File: config.mk
export PLATFORM = sky130hd
export DESIGN_NAME = tap_delay
export DESIGN_NICKNAME = d
export VERILOG_FILES = /design/src/rtl/tap_delay.sv
export SDC_FILE = /design/constraint.sdc
export NUM_CORES = 1
export LEC_CHECK = 0
export ABC_AREA = 1
export ABC_CLOCK_PERIOD_IN_PS = 1800
export BUFFER_PORTS_ARGS = -buffer_cell sky130_fd_sc_hd__buf_2
export CAP_MARGIN = 30
export CORE_UTILIZATION = 45
export DETAILED_ROUTE_END_ITERATION = 10
export PLACE_DENSITY = 0.75
export SYNTH_ARGS = -nofsm -noshare
export SYNTH_HDL_FRONTEND = slang
export SYNTH_SLANG_ARGS = --single-unit
File: constraint.sdc
create_clock -name clk -period 1.8 [get_ports clk]
set_input_delay 0.36 -clock clk [delete_from_list [all_inputs] [get_ports clk]]
set_output_delay 0.36 -clock clk [all_outputs]
set_load 0.01 [all_outputs]
File: src/rtl/tap_delay.sv
// -----------------------------------------------------------------------------
// tap_delay
//
// Purpose
//   Fixed-length shift line of D stages with a run-time selectable output tap.
//   Each stage carries an N-bit data word plus a one-bit valid tag. The line
//   advances only on clock-enabled edges; a synchronous clear flushes it.
//   A fill counter tracks how many stages have been written since the last
//   reset/clear, so the selected tap can report whether it holds real data.
//
// Valid/ready semantics
//   There is no ready/backpressure path. in_vld is a tag that travels with
//   in through the line: every ce-qualified edge accepts {in, in_vld}
//   unconditionally, and out_vld is simply that tag read back at the
//   selected tap. A word with in_vld=0 still occupies a stage (a bubble).
//
// Ports
//   clk      in   1    rising-edge clock
//   rst_n    in   1    asynchronous active-low reset (clears line and counter)
//   ce       in   1    clock enable; line shifts only when ce=1
//   clr      in   1    synchronous flush, priority over ce
//   sel      in   SW   tap select (clamped to D-1 when out of range)
//   in       in   N    data in
//   in_vld   in   1    valid tag for in
//   out      out  N    data at the effective tap
//   out_vld  out  1    valid tag at the effective tap
//   primed   out  1    effective tap written since last reset/clr
//   sel_err  out  1    sel > D-1
//
// Timing
//   A sample accepted on ce edge n is visible at out right after ce edge n+t,
//   where t is the effective tap. out/out_vld/primed/sel_err are purely
//   combinational from the registers and sel, so a change of sel is seen
//   in the same cycle.
// -----------------------------------------------------------------------------
module tap_delay #(
    parameter int N  = 1,
    parameter int D  = 4,
    parameter int SW = 3
) (
    input  logic          clk,
    input  logic          rst_n,
    input  logic          ce,
    input  logic          clr,
    input  logic [SW-1:0] sel,
    input  logic [N-1:0]  in,
    input  logic          in_vld,
    output logic [N-1:0]  out,
    output logic          out_vld,
    output logic          primed,
    output logic          sel_err
);

    // Fill counter width: must hold the value D itself.
    localparam int CW = $clog2(D + 1);

    // Highest legal tap index, one bit wider than sel so the comparison
    // below never truncates regardless of how SW relates to D.
    localparam logic [SW:0]   LAST_TAP = (SW + 1)'(D - 1);
    localparam logic [CW-1:0] CNT_FULL = CW'(D);

    // -------------------------------------------------------------------------
    // Storage
    // -------------------------------------------------------------------------
    logic [N-1:0]  s [D];
    logic          v [D];
    logic [CW-1:0] cnt;

    always_ff @(posedge clk or negedge rst_n) begin
        if (!rst_n) begin
            for (int k = 0; k < D; k++) begin
                s[k] <= '0;
                v[k] <= 1'b0;
            end
            cnt <= '0;
        end else if (clr) begin
            // Flush wins over ce and acts even with ce=0.
            for (int k = 0; k < D; k++) begin
                s[k] <= '0;
                v[k] <= 1'b0;
            end
            cnt <= '0;
        end else if (ce) begin
            s[0] <= in;
            v[0] <= in_vld;
            for (int k = 1; k < D; k++) begin
                s[k] <= s[k-1];
                v[k] <= v[k-1];
            end
            // Saturate so primed never drops back under continuous ce.
            if (cnt != CNT_FULL) begin
                cnt <= cnt + 1'b1;
            end
        end
    end

    // -------------------------------------------------------------------------
    // Tap selection
    // -------------------------------------------------------------------------
    logic [SW:0]   sel_wide;
    logic [SW-1:0] tap;

    assign sel_wide = {1'b0, sel};
    // Independent of rst_n: depends only on sel.
    assign sel_err  = (sel_wide > LAST_TAP);
    assign tap      = sel_err ? LAST_TAP[SW-1:0] : sel;

    // Explicit compare-and-select mux rather than a variable array index so
    // the tap width never has to match the array address width.
    always_comb begin
        out     = '0;
        out_vld = 1'b0;
        for (int k = 0; k < D; k++) begin
            if (tap == SW'(k)) begin
                out     = s[k];
                out_vld = v[k];
            end
        end
    end

    // Tap t has been written once at least t+1 ce edges have occurred,
    // i.e. cnt > t. Compared at 32 bits to avoid width coupling of CW/SW.
    logic [31:0] cnt_ext;
    logic [31:0] tap_ext;

    assign cnt_ext = 32'(cnt);
    assign tap_ext = 32'(tap);
    assign primed  = (cnt_ext > tap_ext);

endmodule

# Word-level counts from Yosys, hierarchy flattened
# Cells that the tools add are included.
# word_totals
regBits,11
wordCells,36
input_bits,9
# classes
n_mux,16
n_lt_le_gt_ge,2
addsub,1
reduce_logical,4
eq_ne,4
# op_table
operator,count
4-bit 2-to-1 mux,4
3-bit 2-to-1 mux,4
1-bit 2-to-1 mux,8
"3-bit by 2-bit equality test with 1-bit output, second input constant",2
2-bit nonzero test,2
"3-bit by 1-bit adder with 3-bit output, second input constant",1
"3-bit by 1-bit equality test with 1-bit output, second input constant",1
"3-bit by 2-bit greater-than comparator with 1-bit output, second input constant",1
3-bit greater-than comparator,1
3-bit zero test,1
"3-bit inequality test, second input constant",1
2-bit AND reduction,1

# Depth between registers and ports, before layout
# Gate-level depths: netlist of the first run.
# logic_depth
word_depth,7
mapped_depth,6

# Worst setup path before layout of the first run
# Ideal clock, no wire load.
# synth_path
path_type,input to output
startpoint,in sel[2]
endpoint,out primed
setup_slack_ns,0.360
required_time_ns,1.440
stages,6
arrival_time_ns,1.080
n_path_buf,0
path_cell_list,nor2_1 -> inv_1 -> ha_1 -> inv_1 -> nand4_1 -> a21oi_2
# synth_between
elab_chain_cells,3
# synth_lines
element,line_no,source
from (decl),45,"input logic [SW-1:0] sel,"
3-bit by 2-bit greater-than comparator with 1-bit output,105,assign sel_err = (sel_wide > LAST_TAP);
3-bit 2-to-1 mux (*),106,assign tap = sel_err ? LAST_TAP[SW-1:0] : sel;
3-bit greater-than comparator (*),128,assign primed = (cnt_ext > tap_ext);
to (decl),50,"output logic primed,"
# Every way passes the cells marked *; elsewhere a longest branch is shown, timed or not.

# Worst setup path in the final report of the first run
# layout_path
startpoint,reg cnt[2]
endpoint,out primed
# layout_between
elab_chain_cells,1
# layout_lines
element,line_no,source
from (decl),67,logic [CW-1:0] cnt;
from (signal assigned),92,cnt <= cnt + 1'b1;
3-bit greater-than comparator,128,
# No other way between the ends.

==> summary.txt, run 1 <==
Final layout
  – Nets: between 100 and 150
  – Core Util, Final: 0.600
  – Share of cells above drive strength 1: 0.240
  – Area Growth Syn to Fin: 19.9%
  – Commonest non-fill, non-tap cell in the layout: nand2_1
  – Seq. cell area: 275 sq um
  – Fillers: ~130
  – Most frequent cells in the layout: nand2_1 (16), inv_1 (13), buf_2 (12)
  – Multi-input logic area: about 340 sq um
  – Number of diodes: 0

Floorplan
  – Core ar.: 0.00133 sq mm
  – Rows: 13
  – IO Pins: 13
  – Die height: ~41 microns
  – Die X: roughly 40 microns
  – Full die area: ~0.0016 sq mm
  – Initial Utilization: 0.501

Drt
  – Post-route ant nets: 0
  – Final WL: 1260 microns
  – Via Count: just under 600
  – Detailed-route vias per instance: 5.17
  – First-pass detailed-route iteration total: 4
  – Initial DRC count: 10
  – Wirelength per Cell: 11.0 microns
  – # DRC: 0

Clock network
  – H-Tree Depth: 1
  – Worst skew pair latency: about 0.26 ns
  – CTS root buffer: clkbuf_4
  – Total CTS buffers: 3
  – CTS max path bufs: 2
  – Clock-pin transition on the worst setup and hold timing paths: 0.06 ns
  – Clock sinks: 11
  – TritonCTS clock tree: built

Global route
  – All-Layer GR Usage: 0.181
  – Gr ovfl total: 0
  – Initial antenna violation count: 0
  – First-pass GRT wire length: ~1900 microns
  – Largest net degree at the start of global routing: 12
  – Number of global-route vias before repair: 470

Synthesis
  – Synth cell types: 20
  – Syn nets: 96
  – Mapped Area: approximately 670 sq um
  – Ys Warns: 0
  – Sequential-to-total area share from yosys stat: 0.412
  – Mapped Avg Cell Area: between 8 and 9 sq um
  – FF+latch count, synth: 11
  – Syn Inst Count: 83

Timing
  – Fin crit share: 0.952
  – Clock Skews: approximately 0.00057 ns
  – Fmax: around 0.58 GHz
  – TNS Setup: 0 ns
  – Count of final setup violators: 0
  – Final worst slack: approximately 0.086 ns
  – RSZ-0062 raised after global routing: yes
  – Hold slack: 0.339 ns
  – Final hold viol count: 0
  – Slew Limit Fails: 0
  – Tmin final: 1.71 ns

Power and ir drop
  – VDD IR max: 0.361 mV
  – Final Power: 0.585 mW
  – Power Density: 730 mW/mm^2
  – Leak Pwr: 0.397 nW

Place
  – IO buf count: 12
  – Post-DP HPWL: 957 microns
  – Global placement routability congestion: approximately 0.75
  – Dpl ws: around 0.14 ns

Setup path
  – Startpoint type of the worst setup path: flop
  – CP required: about 1.4 ns
  – Worst-path maximum fanout: 3
  – Setup Crit Path Kind: flop to output port
  – CP max-delay cell: dfrtp_1
  – Worst Setup End Kind: output port
  – Worst path max stage delay: roughly 0.40 ns
  – CP cell instances: ha_4 -> nand3_2 -> nand2_1 -> inv_1 -> a21oi_2 -> buf_2
  – CP arrival: ~1.4 ns

Min path
  – Hold/Removal Path Class: primary input to flop

Run
  – Max_cap viols: 0

Status
  – Status: finished clean
-- sequential cells by signal, indices dropped and copies added, names as in the netlist --
register and cells:
v 4, s 4, cnt 3
-- cell usage after synthesis (all sizes together) --
master | n | area (sq um)
nand3 | 12 | 60.1
xor2 | 1 | 8.76
ha | 4 | 50.1
nand4 | 3 | 18.8
o21ai | 8 | 40.0
a22oi | 1 | 7.51
a21oi | 4 | 35.0
inv | 14 | 52.6
dfrtp | 11 | 275
nand2 | 16 | 60.1
o31ai | 1 | 7.51
conb | 1 | 3.75
nor2 | 5 | 33.8
buf | 1 | 11.3
clkbuf | 1 | 3.75
-- logic make-up after synthesis --
logic type,count (synthesis),synth area share
buf+inv,16,0.101
flops,11,0.412
compound gates,14,0.135
xor+xnor,1,0.0131
other cells,1,0.00561
simple gates,36,0.258
fa+ha+maj,4,0.0749
-- routing by layer --
metal	routed length (microns)	global-route usage	vias up
li1	-	-	305
met1	630	0.259	270
met2	560	0.254	17
met3	56	0.0167	2
met4	14	0.125	0
met5	0	0	-
-- area by class of cell --
| class | count | share of cell area |
|---|---|---|
| multi-input cells | 56 | 0.428 |
| clock buffers | 4 | 0.0328 |
| repair buffers | 15 | 0.106 |
| well taps | 15 | 0.0234 |
| flip-flops and latches | 11 | 0.344 |
| inverters | 14 | 0.0656 |
-- power by group --
part | total (mW) | internal [mW] | switching, mW
logic | 0.142 | 0.0601 | 0.0819
clock network | 0.161 | 0.0856 | 0.0751
registers | 0.282 | 0.265 | 0.0170
total | 0.585 | 0.411 | 0.174
-- final timing paths --
kind	from	to	slack [ns]	cells past startpoint
max	cnt[2]$_DFFE_PN0P_	primed	0.09	6
min	in_vld	v[3]$_DFFE_PN0P_	0.34	3
max reg2reg	cnt[1]$_DFFE_PN0P_	cnt[0]$_DFFE_PN0P_	0.62	6
min reg2reg	s[0]$_DFFE_PN0P_	s[0]$_DFFE_PN0P_	0.49	2
max in group asynchronous	rst_n	cnt[2]$_DFFE_PN0P_	1.11	2
min in group asynchronous	rst_n	s[2]$_DFFE_PN0P_	0.49	2
-- critical path, delay by kind of cell, from the launching register on --
family | cells | cell delay, ns
flip-flops | 1 | 0.40
AO/OA/AOI/OAI | 1 | 0.10
adder cells (fa/ha/maj) | 1 | 0.29
AND/OR/NAND/NOR | 2 | 0.13
buffers and inverters | 2 | 0.18
-- per-stage QoR --
| stage | instances | area [sq um] |
|---|---|---|
| 6_report | 115 | 801 |
| 5_1_grt | 115 | 801 |
| 4_1_cts | 115 | 783 |
| 3_5_place_dp | 109 | 739 |
| 3_3_place_gp | 109 | 739 |
| 2_1_floorplan | 83 | 668 |
-- what timing repair did --
action	in CTS	in global routing
endpoints found under the hold margin	11	0
resized for setup	0	2
pin swaps	0	3
hold buffers	1	0
endpoints found under the setup margin	1	1
buffers inserted	1	0
Power figures use the tool's default switching activity.
==> run 2, diff against run 1 <==
CORE_ASPECT_RATIO = 1.1   (was not set)
==> run 2 against run 1 <==
- sequential cell count did not move
- core utilization fell by 2.0 points
- clock skew barely moved
- final area rose by 0.31%
- first-iteration DRC count rose by 40%
- maximum frequency fell by 1.4%
==> summary.txt, run 2 (synthesized netlist as in run 1, its figures left out) <==
Timing
  – Hold slack: 0.337 ns (was 0.339 ns)
  – RSZ-0062 raised after global routing: yes (unchanged)
  – Tmin final: 1.74 ns (was 1.71 ns)
  – Count of final setup violators: 0 (unchanged)
  – Fin crit share: 0.966 (was 0.952)
  – Fmax: 0.575 GHz (was 0.584 GHz)
  – TNS Setup: 0 ns (unchanged)
  – Clock Skews: 0.000900 ns (was 0.000571 ns)
  – Final hold viol count: 0 (unchanged)
  – Slew Limit Fails: 0 (unchanged)

Drt
  – Post-route ant nets: 0 (unchanged)
  – # DRC: 0 (unchanged)
  – Wirelength per Cell: 10.8 microns (was 11.0 microns)
  – Via Count: 604 (was 594)
  – Final WL: 1250 microns (was 1260 microns)
  – Initial DRC count: 14 (was 10)
  – Detailed-route vias per instance: 5.21 (was 5.17)
  – First-pass detailed-route iteration total: 4 (unchanged)

Floorplan
  – Full die area: 0.00164 sq mm (about the same)
  – Core ar.: 0.00138 sq mm (was 0.00133 sq mm)
  – Die height: 42.4 microns (was 40.5 microns)
  – Initial Utilization: 0.483 (was 0.501)
  – Rows: 14 (was 13)
  – Die X: 38.7 microns (was 40.5 microns)
  – IO Pins: 13 (unchanged)

Setup path
  – CP cell instances: ha_4 -> nand3_2 -> nand2_1 -> inv_1 -> a21oi_2 -> buf_2 (unchanged)
  – Worst Setup End Kind: output port (unchanged)
  – CP max-delay cell: dfrtp_2 (was dfrtp_1)
  – Setup Crit Path Kind: flop to output port (unchanged)
  – CP required: 1.44 ns (about the same)
  – CP arrival: 1.38 ns (was 1.35 ns)
  – CP top delay family: flip-flops (unchanged)
  – Startpoint type of the worst setup path: flop (unchanged)
  – Worst path max stage delay: 0.43 ns (was 0.40 ns)
  – CP bufs+invs: 2 (unchanged)
  – Worst-path maximum fanout: 3 (unchanged)

Global route
  – First-pass GRT wire length: 2220 microns (was 1900 microns)
  – All-Layer GR Usage: 0.196 (was 0.181)
  – Largest net degree at the start of global routing: 12 (unchanged)
  – Number of global-route vias before repair: 559 (was 470)
  – Initial antenna violation count: 0 (unchanged)
  – Gr ovfl total: 0 (unchanged)

Clock network
  – Worst skew pair latency: 0.26 ns (about the same)
  – CTS root buffer: clkbuf_4 (unchanged)
  – TritonCTS clock tree: built (unchanged)
  – CTS max path bufs: 2 (unchanged)
  – Clock sinks: 11 (unchanged)
  – Clock-pin transition on the worst setup and hold timing paths: 0.07 ns (was 0.06 ns)
  – Total CTS buffers: 3 (unchanged)
  – H-Tree Depth: 1 (unchanged)

Min path
  – Hold/Removal Path Class: primary input to flop (unchanged)

Place
  – Post-DP HPWL: 979 microns (was 957 microns)
  – Placed Area: 741 sq um (was 739 sq um)
  – Global placement routability congestion: 0.797 (was 0.753)
  – IO buf count: 12 (unchanged)

Final layout
  – Number of diodes: 0 (unchanged)
  – Area Growth Syn to Fin: 20.2% (was 19.9%)
  – Largest registers: s (4), v (4), cnt (3) (unchanged)
  – Fillers: 126 (unchanged)
  – Cell area after layout: 803 sq um (was 801 sq um)
  – Commonest non-fill, non-tap cell in the layout: nand2_1 (unchanged)
  – Core Util, Final: 0.580 (was 0.600)
  – Nets: 114 (unchanged)
  – Most frequent cells in the layout: nand2_1 (16), inv_1 (12), buf_2 (12) (was nand2_1 (16), inv_1 (13), buf_2 (12))
  – Share of cells above drive strength 1: 0.260 (was 0.240)

Run
  – Max_cap viols: 0 (unchanged)

Power and ir drop
  – Final Power: 0.592 mW (was 0.585 mW)
  – VDD IR max: 0.400 mV (was 0.361 mV)
  – Power Density: 737 mW/mm^2 (was 730 mW/mm^2)
  – Leak Pwr: 0.394 nW (was 0.397 nW)

Status
  – Status: finished clean (unchanged)
[run 2: changes by cell type in the layout (fill, tap and decap cells not counted)]
cell,previous run,this run
dfrtp_2,0,1
inv_2,1,2
inv_1,13,12
dfrtp_1,11,10
[run 2: tightest hold or removal path, stage by stage]
cell     delay, ns
buf_2         0.07
nand3_1       0.06
o21ai_0       0.07
[run 2: stage by stage]
step                setup WS, ns  cells
floorplan                  0.360     83
global placement           0.199    110
detailed placement         0.165    110
CTS                      0.00550    115
global route             -0.0465    116
finish                    0.0618    116
[run 2: per-layer routing]
metal	up-vias	global-route usage	wire (microns)
li1	308	-	-
met1	274	0.261	594
met2	18	0.287	579
met3	4	0.0372	49
met4	0	0.117	23
met5	-	0	0
[run 2: repair_timing]
item	in CTS	in global routing
endpoints found under the setup margin	1	1
hold endpoints to repair	11	0
pin swaps	0	3
gates resized for setup	1	3
hold buffers	1	0
buffers inserted	0	1
[run 2: area by class of cell]
cell class                      instances  area [sq um]  area share
Tap cell                               16          20.0      0.0249
Timing Repair Buffer                   15          85.1       0.106
Inverter                               14          52.6      0.0654
Sequential cell                        11           277       0.344
Clock buffer                            4          26.3      0.0327
Multi-Input combinational cell         56           343       0.427
[run 2: power breakdown]
group / leakage [nW] / total (mW) / switching (mW) / internal (mW)
logic: 0.233 / 0.142 / 0.0811 / 0.0608
clock network: 0.0150 / 0.165 / 0.0797 / 0.0856
registers: 0.146 / 0.285 / 0.0192 / 0.266
[run 2: path summary, 6_finish.rpt]
path | from | to | slack (ns) | depth (start not counted)
setup reg to reg | cnt[1]$_DFFE_PN0P_ | cnt[0]$_DFFE_PN0P_ | 0.60 | 6
hold / removal | in | s[3]$_DFFE_PN0P_ | 0.34 | 3
min in group asynchronous | rst_n | s[1]$_DFFE_PN0P_ | 0.48 | 2
max in group asynchronous | rst_n | cnt[2]$_DFFE_PN0P_ | 1.10 | 2
hold reg to reg | s[0]$_DFFE_PN0P_ | s[0]$_DFFE_PN0P_ | 0.48 | 2
setup / recovery | cnt[2]$_DFFE_PN0P_ | primed | 0.06 | 6
